## src/rtl/dircc_avalon_st_arbiter.sv

```systemverilog
// dircc_avalon_st_arbiter
//   Packet-level round-robin arbiter that merges NUM_INPUTS Avalon-ST sources
//   onto one Avalon-ST sink. A source is granted only when it presents a
//   start-of-packet beat, and it keeps the sink until its end-of-packet beat
//   transfers. Beats that arrive without a start-of-packet while the arbiter is
//   idle are drained and counted as errors. A small status port exposes the
//   grant, packet and error counters.
//
// Ports
//   clk, reset                       single clock, synchronous active-high reset
//   in_data/in_empty                 per-source payload, source i in slice i
//   in_valid/in_startofpacket/
//   in_endofpacket                   per-source qualifiers
//   in_ready                         per-source backpressure
//   out_data/out_empty/out_valid/
//   out_startofpacket/out_endofpacket shared sink side
//   out_ready                        sink backpressure
//   address, read_n                  status register select, active-low read
//   readdata                         registered status read data
module dircc_avalon_st_arbiter #(
  parameter int DATA_WIDTH = 32,
  parameter int NUM_INPUTS = 4
) (
  input  logic                             clk,
  input  logic                             reset,
  input  logic [NUM_INPUTS*DATA_WIDTH-1:0] in_data,
  input  logic [NUM_INPUTS*2-1:0]          in_empty,
  input  logic [NUM_INPUTS-1:0]            in_valid,
  input  logic [NUM_INPUTS-1:0]            in_startofpacket,
  input  logic [NUM_INPUTS-1:0]            in_endofpacket,
  output logic [NUM_INPUTS-1:0]            in_ready,
  output logic [DATA_WIDTH-1:0]            out_data,
  output logic [1:0]                       out_empty,
  output logic                             out_valid,
  output logic                             out_startofpacket,
  output logic                             out_endofpacket,
  input  logic                             out_ready,
  input  logic [1:0]                       address,
  input  logic                             read_n,
  output logic [15:0]                      readdata
);

  typedef enum logic {IDLE = 1'b0, LOCKED = 1'b1} state_t;

  state_t          state, state_nxt;
  logic [2:0]      grant, grant_nxt;
  logic [2:0]      rr_ptr, rr_ptr_nxt;
  logic            first_beat, first_beat_nxt;

  logic            sop_found, orphan_found;
  logic [2:0]      sop_pick, orphan_pick;

  logic [DATA_WIDTH-1:0] sel_data;
  logic [1:0]      sel_empty;
  logic            sel_valid, sel_sop, sel_eop;

  logic            xfer, eop_xfer, err_inc;

  logic [15:0]     pkt_count, err_count;
  logic            err_sticky;

  function automatic logic [15:0] sat_inc(input logic [15:0] v);
    return (v == 16'hFFFF) ? v : v + 16'd1;
  endfunction

  // Round-robin search for a packet start: first look at indices from rr_ptr
  // upward, then wrap around to the low indices.
  always_comb begin
    sop_found = 1'b0;
    sop_pick  = 3'd0;
    for (int j = 0; j < NUM_INPUTS; j++) begin
      if (!sop_found && (j >= int'(rr_ptr)) && in_valid[j] && in_startofpacket[j]) begin
        sop_found = 1'b1;
        sop_pick  = 3'(j);
      end
    end
    for (int j = 0; j < NUM_INPUTS; j++) begin
      if (!sop_found && in_valid[j] && in_startofpacket[j]) begin
        sop_found = 1'b1;
        sop_pick  = 3'(j);
      end
    end
  end

  // Lowest-index source holding a beat that is not a packet start.
  always_comb begin
    orphan_found = 1'b0;
    orphan_pick  = 3'd0;
    for (int j = 0; j < NUM_INPUTS; j++) begin
      if (!orphan_found && in_valid[j] && !in_startofpacket[j]) begin
        orphan_found = 1'b1;
        orphan_pick  = 3'(j);
      end
    end
  end

  // Granted-source mux.
  always_comb begin
    sel_data  = '0;
    sel_empty = 2'b00;
    sel_valid = 1'b0;
    sel_sop   = 1'b0;
    sel_eop   = 1'b0;
    for (int j = 0; j < NUM_INPUTS; j++) begin
      if (grant == 3'(j)) begin
        sel_data  = in_data[j*DATA_WIDTH +: DATA_WIDTH];
        sel_empty = in_empty[j*2 +: 2];
        sel_valid = in_valid[j];
        sel_sop   = in_startofpacket[j];
        sel_eop   = in_endofpacket[j];
      end
    end
  end

  always_comb begin
    state_nxt         = state;
    grant_nxt         = grant;
    rr_ptr_nxt        = rr_ptr;
    first_beat_nxt    = first_beat;
    in_ready          = '0;
    out_data          = '0;
    out_empty         = 2'b00;
    out_valid         = 1'b0;
    out_startofpacket = 1'b0;
    out_endofpacket   = 1'b0;
    xfer              = 1'b0;
    eop_xfer          = 1'b0;
    err_inc           = 1'b0;
    case (state)
      IDLE: begin
        // Draining an orphan and granting another source are independent.
        if (orphan_found) begin
          for (int j = 0; j < NUM_INPUTS; j++) begin
            if (orphan_pick == 3'(j)) in_ready[j] = 1'b1;
          end
          err_inc = 1'b1;
        end
        if (sop_found) begin
          state_nxt      = LOCKED;
          grant_nxt      = sop_pick;
          first_beat_nxt = 1'b1;
        end
      end
      LOCKED: begin
        out_data          = sel_data;
        out_empty         = sel_empty;
        out_valid         = sel_valid;
        out_startofpacket = sel_sop;
        out_endofpacket   = sel_eop;
        for (int j = 0; j < NUM_INPUTS; j++) begin
          if (grant == 3'(j)) in_ready[j] = out_ready;
        end
        xfer = sel_valid & out_ready;
        if (xfer) begin
          first_beat_nxt = 1'b0;
          // A repeated start-of-packet inside a packet is flagged but forwarded.
          if (sel_sop && !first_beat) err_inc = 1'b1;
          if (sel_eop) begin
            eop_xfer   = 1'b1;
            state_nxt  = IDLE;
            rr_ptr_nxt = (grant == 3'(NUM_INPUTS - 1)) ? 3'd0 : grant + 3'd1;
          end
        end
      end
    endcase
  end

  always_ff @(posedge clk) begin
    if (reset) begin
      state      <= IDLE;
      grant      <= 3'd0;
      rr_ptr     <= 3'd0;
      first_beat <= 1'b0;
    end else begin
      state      <= state_nxt;
      grant      <= grant_nxt;
      rr_ptr     <= rr_ptr_nxt;
      first_beat <= first_beat_nxt;
    end
  end

  always_ff @(posedge clk) begin
    if (reset) begin
      pkt_count  <= 16'h0000;
      err_count  <= 16'h0000;
      err_sticky <= 1'b0;
    end else begin
      if (eop_xfer) pkt_count <= sat_inc(pkt_count);
      if (err_inc) begin
        err_count  <= sat_inc(err_count);
        err_sticky <= 1'b1;
      end
    end
  end

  always_ff @(posedge clk) begin
    if (reset) begin
      readdata <= 16'h0000;
    end else if (!read_n) begin
      case (address)
        2'd0:    readdata <= {err_sticky, 11'b0, (state == LOCKED), grant};
        2'd1:    readdata <= pkt_count;
        2'd2:    readdata <= err_count;
        default: readdata <= {13'b0, rr_ptr};
      endcase
    end
  end

endmodule

```

## config.mk

```make
export PLATFORM = sky130hd
export DESIGN_NAME = dircc_avalon_st_arbiter
export DESIGN_NICKNAME = d
export VERILOG_FILES = /design/src/rtl/dircc_avalon_st_arbiter.sv
export SDC_FILE = /design/constraint.sdc
export NUM_CORES = 1
export LEC_CHECK = 0
export CORE_AREA = 2 2 108 110
export DETAILED_ROUTE_END_ITERATION = 12
export DIE_AREA = 0 0 110 112
export PLACE_DENSITY = 0.9
export SYNTH_ARGS = -nofsm -noshare
export SYNTH_HDL_FRONTEND = slang
export SYNTH_SLANG_ARGS = --single-unit
```

## constraint.sdc

```tcl
create_clock -name clk -period 2.2 [get_ports clk]
set_input_delay 0.22 -clock clk [delete_from_list [all_inputs] [get_ports clk]]
set_output_delay 0.22 -clock clk [all_outputs]
set_load 0.01 [all_outputs]
```

==> flow_metrics.py, run 1 <==
metrics = {
    "logic_synthesis": {
        "syn_nets": 756,
        "ys_top_cells_by_area": "dfxtp_1 27%, nand2_1 11%, a21oi_1 8.5%",
        "yosysWarnings": 0,
        "netlist_area_sq_mm": 0.004051,
        "syn_inst": 596,
        "synth_top_area_share_pct": 27.18,
        "synth_seq_cells": 55,
        "synth_cell_type_count": 53,
        "synth_edf_count": 0,
        "synth_area_per_cell_sq_um": 6.798,
        "seq_area_frac_synth_pct": 27.18,
        "synthArstFlopShare_pct": 0,
        "synth_top_area_cell": "dfxtp_1",
        "synthFlopType": "dfxtp_1",
        "yosysMostFrequentCell": "nand2_1",
        "synth_commonest_cells": "118 x nand2_1, 69 x a21oi_1, 68 x nor2_1, 55 x dfxtp_1, 46 x a22oi_1",
    },
    "detailed_routing": {
        "via_per_inst": 5.705,
        "drcViolationCount": 0,
        "wl_mm": 18.76,
        "vias": 5602,
        "wl_per_cell_microns": 19.10,
        "final_antenna_net_count": 0,
        "first_pass_iters": 5,
        "first_iter_violations": 479,
    },
    "clocking": {
        "tritoncts": "done",
        "cts_root_buf": "clkbuf_16",
        "cts_buffers": 5,
        "clk_pin_slew_worst_paths_ps": 70,
        "htreeDepth": 2,
        "clockBufferDepth": 2,
        "cts_num_sinks": 55,
        "clk_latency_ps": 300,
        "cts_hold_buf": 0,
    },
    "timing": {
        "setup_viol": 11,
        "hold_violations": 0,
        "finalMaxSlewViolations": 0,
        "rsz0062_at_grt": "true",
        "worst_slew_pin_slew_ps": 1052,
        "period_share_pct": 105.5,
        "setup_ws_ps": -122.0,
        "min_period_ps": 2322,
        "finClkSkew_ps": 7.828,
        "slew_headroom_pct": 29.71,
        "max_freq_mhz": 430.7,
    },
    "place": {
        "placed_area_sq_mm": 0.006679,
        "dp_cells": 959,
        "port_buffers": 210,
        "place_ws_ps": -150.0,
        "globalplace.congestion": 0.9135,
        "hpwlAfterDp_mm": 12.84,
    },
    "grt": {
        "grt_max_degree": 41,
        "use_met3_pct": 6.440,
        "use_met2_pct": 48.83,
        "gr-max-usage-layer": "met2",
        "grt_pass1_vias": 5159,
        "grt_util_all_layers_pct": 27.09,
        "grt.overflow.total": 0,
        "antenna_found_initial": 4,
        "grt_pass1_wl_mm": 26.12,
        "met1_usage_pct": 30.69,
    },
    "cells_and_area": {
        "area_delta_synth_final_pct": 80.73,
        "utilization_pct": 65.52,
        "nFillCells": 845,
        "finalNonFillerCells": 982,
        "drive_above_1_share_pct": 22.63,
        "design_area_sq_mm": 0.007322,
        "nets": 994,
    },
    "floorplanning": {
        "initial_core_util_pct": 36.26,
        "pin_count": 211,
        "rows": 39,
        "core-area_sq_mm": 0.01117,
        "die_area_sq_mm": 0.01232,
        "die_w_microns": 110,
        "die_y_microns": 112,
    },
    "pwr": {
        "leakage_nw": 2.660,
        "peakVddDrop_uv": 563.1,
        "power_density_mw_per_mm2": 480.3,
    },
    "critical_path": {
        "cp.required_ps": 2380,
        "crit_fanout": 7,
        "cp_cell_sequence": "inv_4 -> ha_4 -> buf_8 -> a211oi_4 -> a211oi_2 -> buf_4 -> a41oi_4 -> clkbuf_16 -> nor4_4 -> xnor2_1 -> nor2_1",
        "cp-end-kind": "flip-flop",
        "critical_path_class": "reg2reg",
        "max_stage_delay_ps": 370,
        "crit_slowest_cell": "dfxtp_4",
        "crit_arrival_ps": 2500,
        "start_kind": "flip-flop",
    },
    "run_status": {
        "status": "finished, violations left",
        "violations": "negative setup slack",
    },
    "min_path": {
        "hold_class": "reg2reg",
    },
    "flow_run": {
        "cap_violations": 0,
    },
}
-- state kept, by name (all words and copies together) (netlist names) --
signal,count
first_beat,1
grant,2
pkt_count,16
state,1
err_sticky,1
readdata,16
rr_ptr,2
err_count,16
-- through the flow --
step | hold slack [ps] | TNS, ps | power, mW
floorplan | 424.9 | 0 | 1.637
global placement | 433.9 | -2834 | 2.386
detailed placement | 458.5 | -4854 | 2.406
CTS | 468.6 | -351.0 | 3.371
global route | 496.9 | -2393 | 3.656
finish | 480.3 | -568.3 | 3.517
-- layout make-up --
type / count / area, sq um / area share (%)
Inverter: 9 / 40.04 / 0.5468
Timing Repair Buffer: 277 / 2651 / 36.21
Clock inverter: 2 / 38.79 / 0.5297
Sequential cell: 55 / 1110 / 15.16
Multi-Input combinational cell: 486 / 3154 / 43.08
Tap cell: 143 / 178.9 / 2.444
Clock buffer: 6 / 138.9 / 1.897
Antenna cell: 4 / 10.01 / 0.1367
-- cell usage in the layout, fill, tap and decap left out, types with 20 or more instances in the layout --
cell             count
clkdlybuf4s50_1    171
nand2_1            117
nor2_1              67
dfxtp_1             52
a21oi_1             50
buf_4               43
a22oi_1             39
buf_2               32
o21ai_1             29
a21oi_2             20
-- worst max-delay path, delay by kind of cell, from the launching register on --
kind	cells	cell delay (ps)
and+or+nand+nor	2	350
xor gates and xnor gates	1	190
DFF	1	370
adders and majority gates	1	190
buffers and inverters	4	620
AOI/OAI and AO/OA	3	490
-- cell families (layout without fill, tap and decap cells) --
group                      count (synthesis)  in the layout  share of synthesized area [%]
muxes                                      7              7                          2.378
and+or+nand+nor                          272            272                          31.16
adders and majority gates                  6              6                          1.853
AOI/OAI and AO/OA                        185            185                          28.26
other                                      0              4                              0
xor gates and xnor gates                  16             16                          3.459
buffers and inverters                     55            294                          5.713
DFF                                       55             55                          27.18
-- layer usage --
metal / vias to the layer above / wire length, microns
met3: 58 / 1919
met4: 0 / 585
li1: 2601 / -
met1: 2627 / 6843
met5: - / 0
met2: 316 / 9409
-- path summary, 6_finish.rpt --
check / start / to / slack [ps] / depth (start not counted)
setup / recovery: grant[1]$_SDFFE_PP0P_ / err_count[10]$_SDFFE_PP0P_ / -120 / 11
hold / removal: err_sticky$_SDFFE_PP0P_ / err_sticky$_SDFFE_PP0P_ / 480 / 2
setup reg to reg: grant[1]$_SDFFE_PP0P_ / err_count[10]$_SDFFE_PP0P_ / -120 / 11
hold reg to reg: err_sticky$_SDFFE_PP0P_ / err_sticky$_SDFFE_PP0P_ / 480 / 2
-- timing repair --
| action | in CTS | in global routing |
|---|---|---|
| buffers inserted | 5 | 3 |
| endpoints found under the setup margin | 59 | 67 |
| cloned | 1 | 3 |
| gates resized for setup | 194 | 78 |
| pin swaps | 10 | 52 |
-- power by group --
group          leakage (nW)  switching (mW)  internal (mW)
clock network        0.0875           0.373          0.573
logic                  2.13           0.722          0.805
registers             0.446          0.0274           1.02
total                  2.66            1.12           2.40
No activity file was read; power rests on OpenSTA's default activity.
==> run 2, diff against run 1 <==
- ABC_CLOCK_PERIOD_IN_PS: not set -> 2200
==> results of run 2 <==
The final DEF is identical to that of run 1; final timing and power are the same.
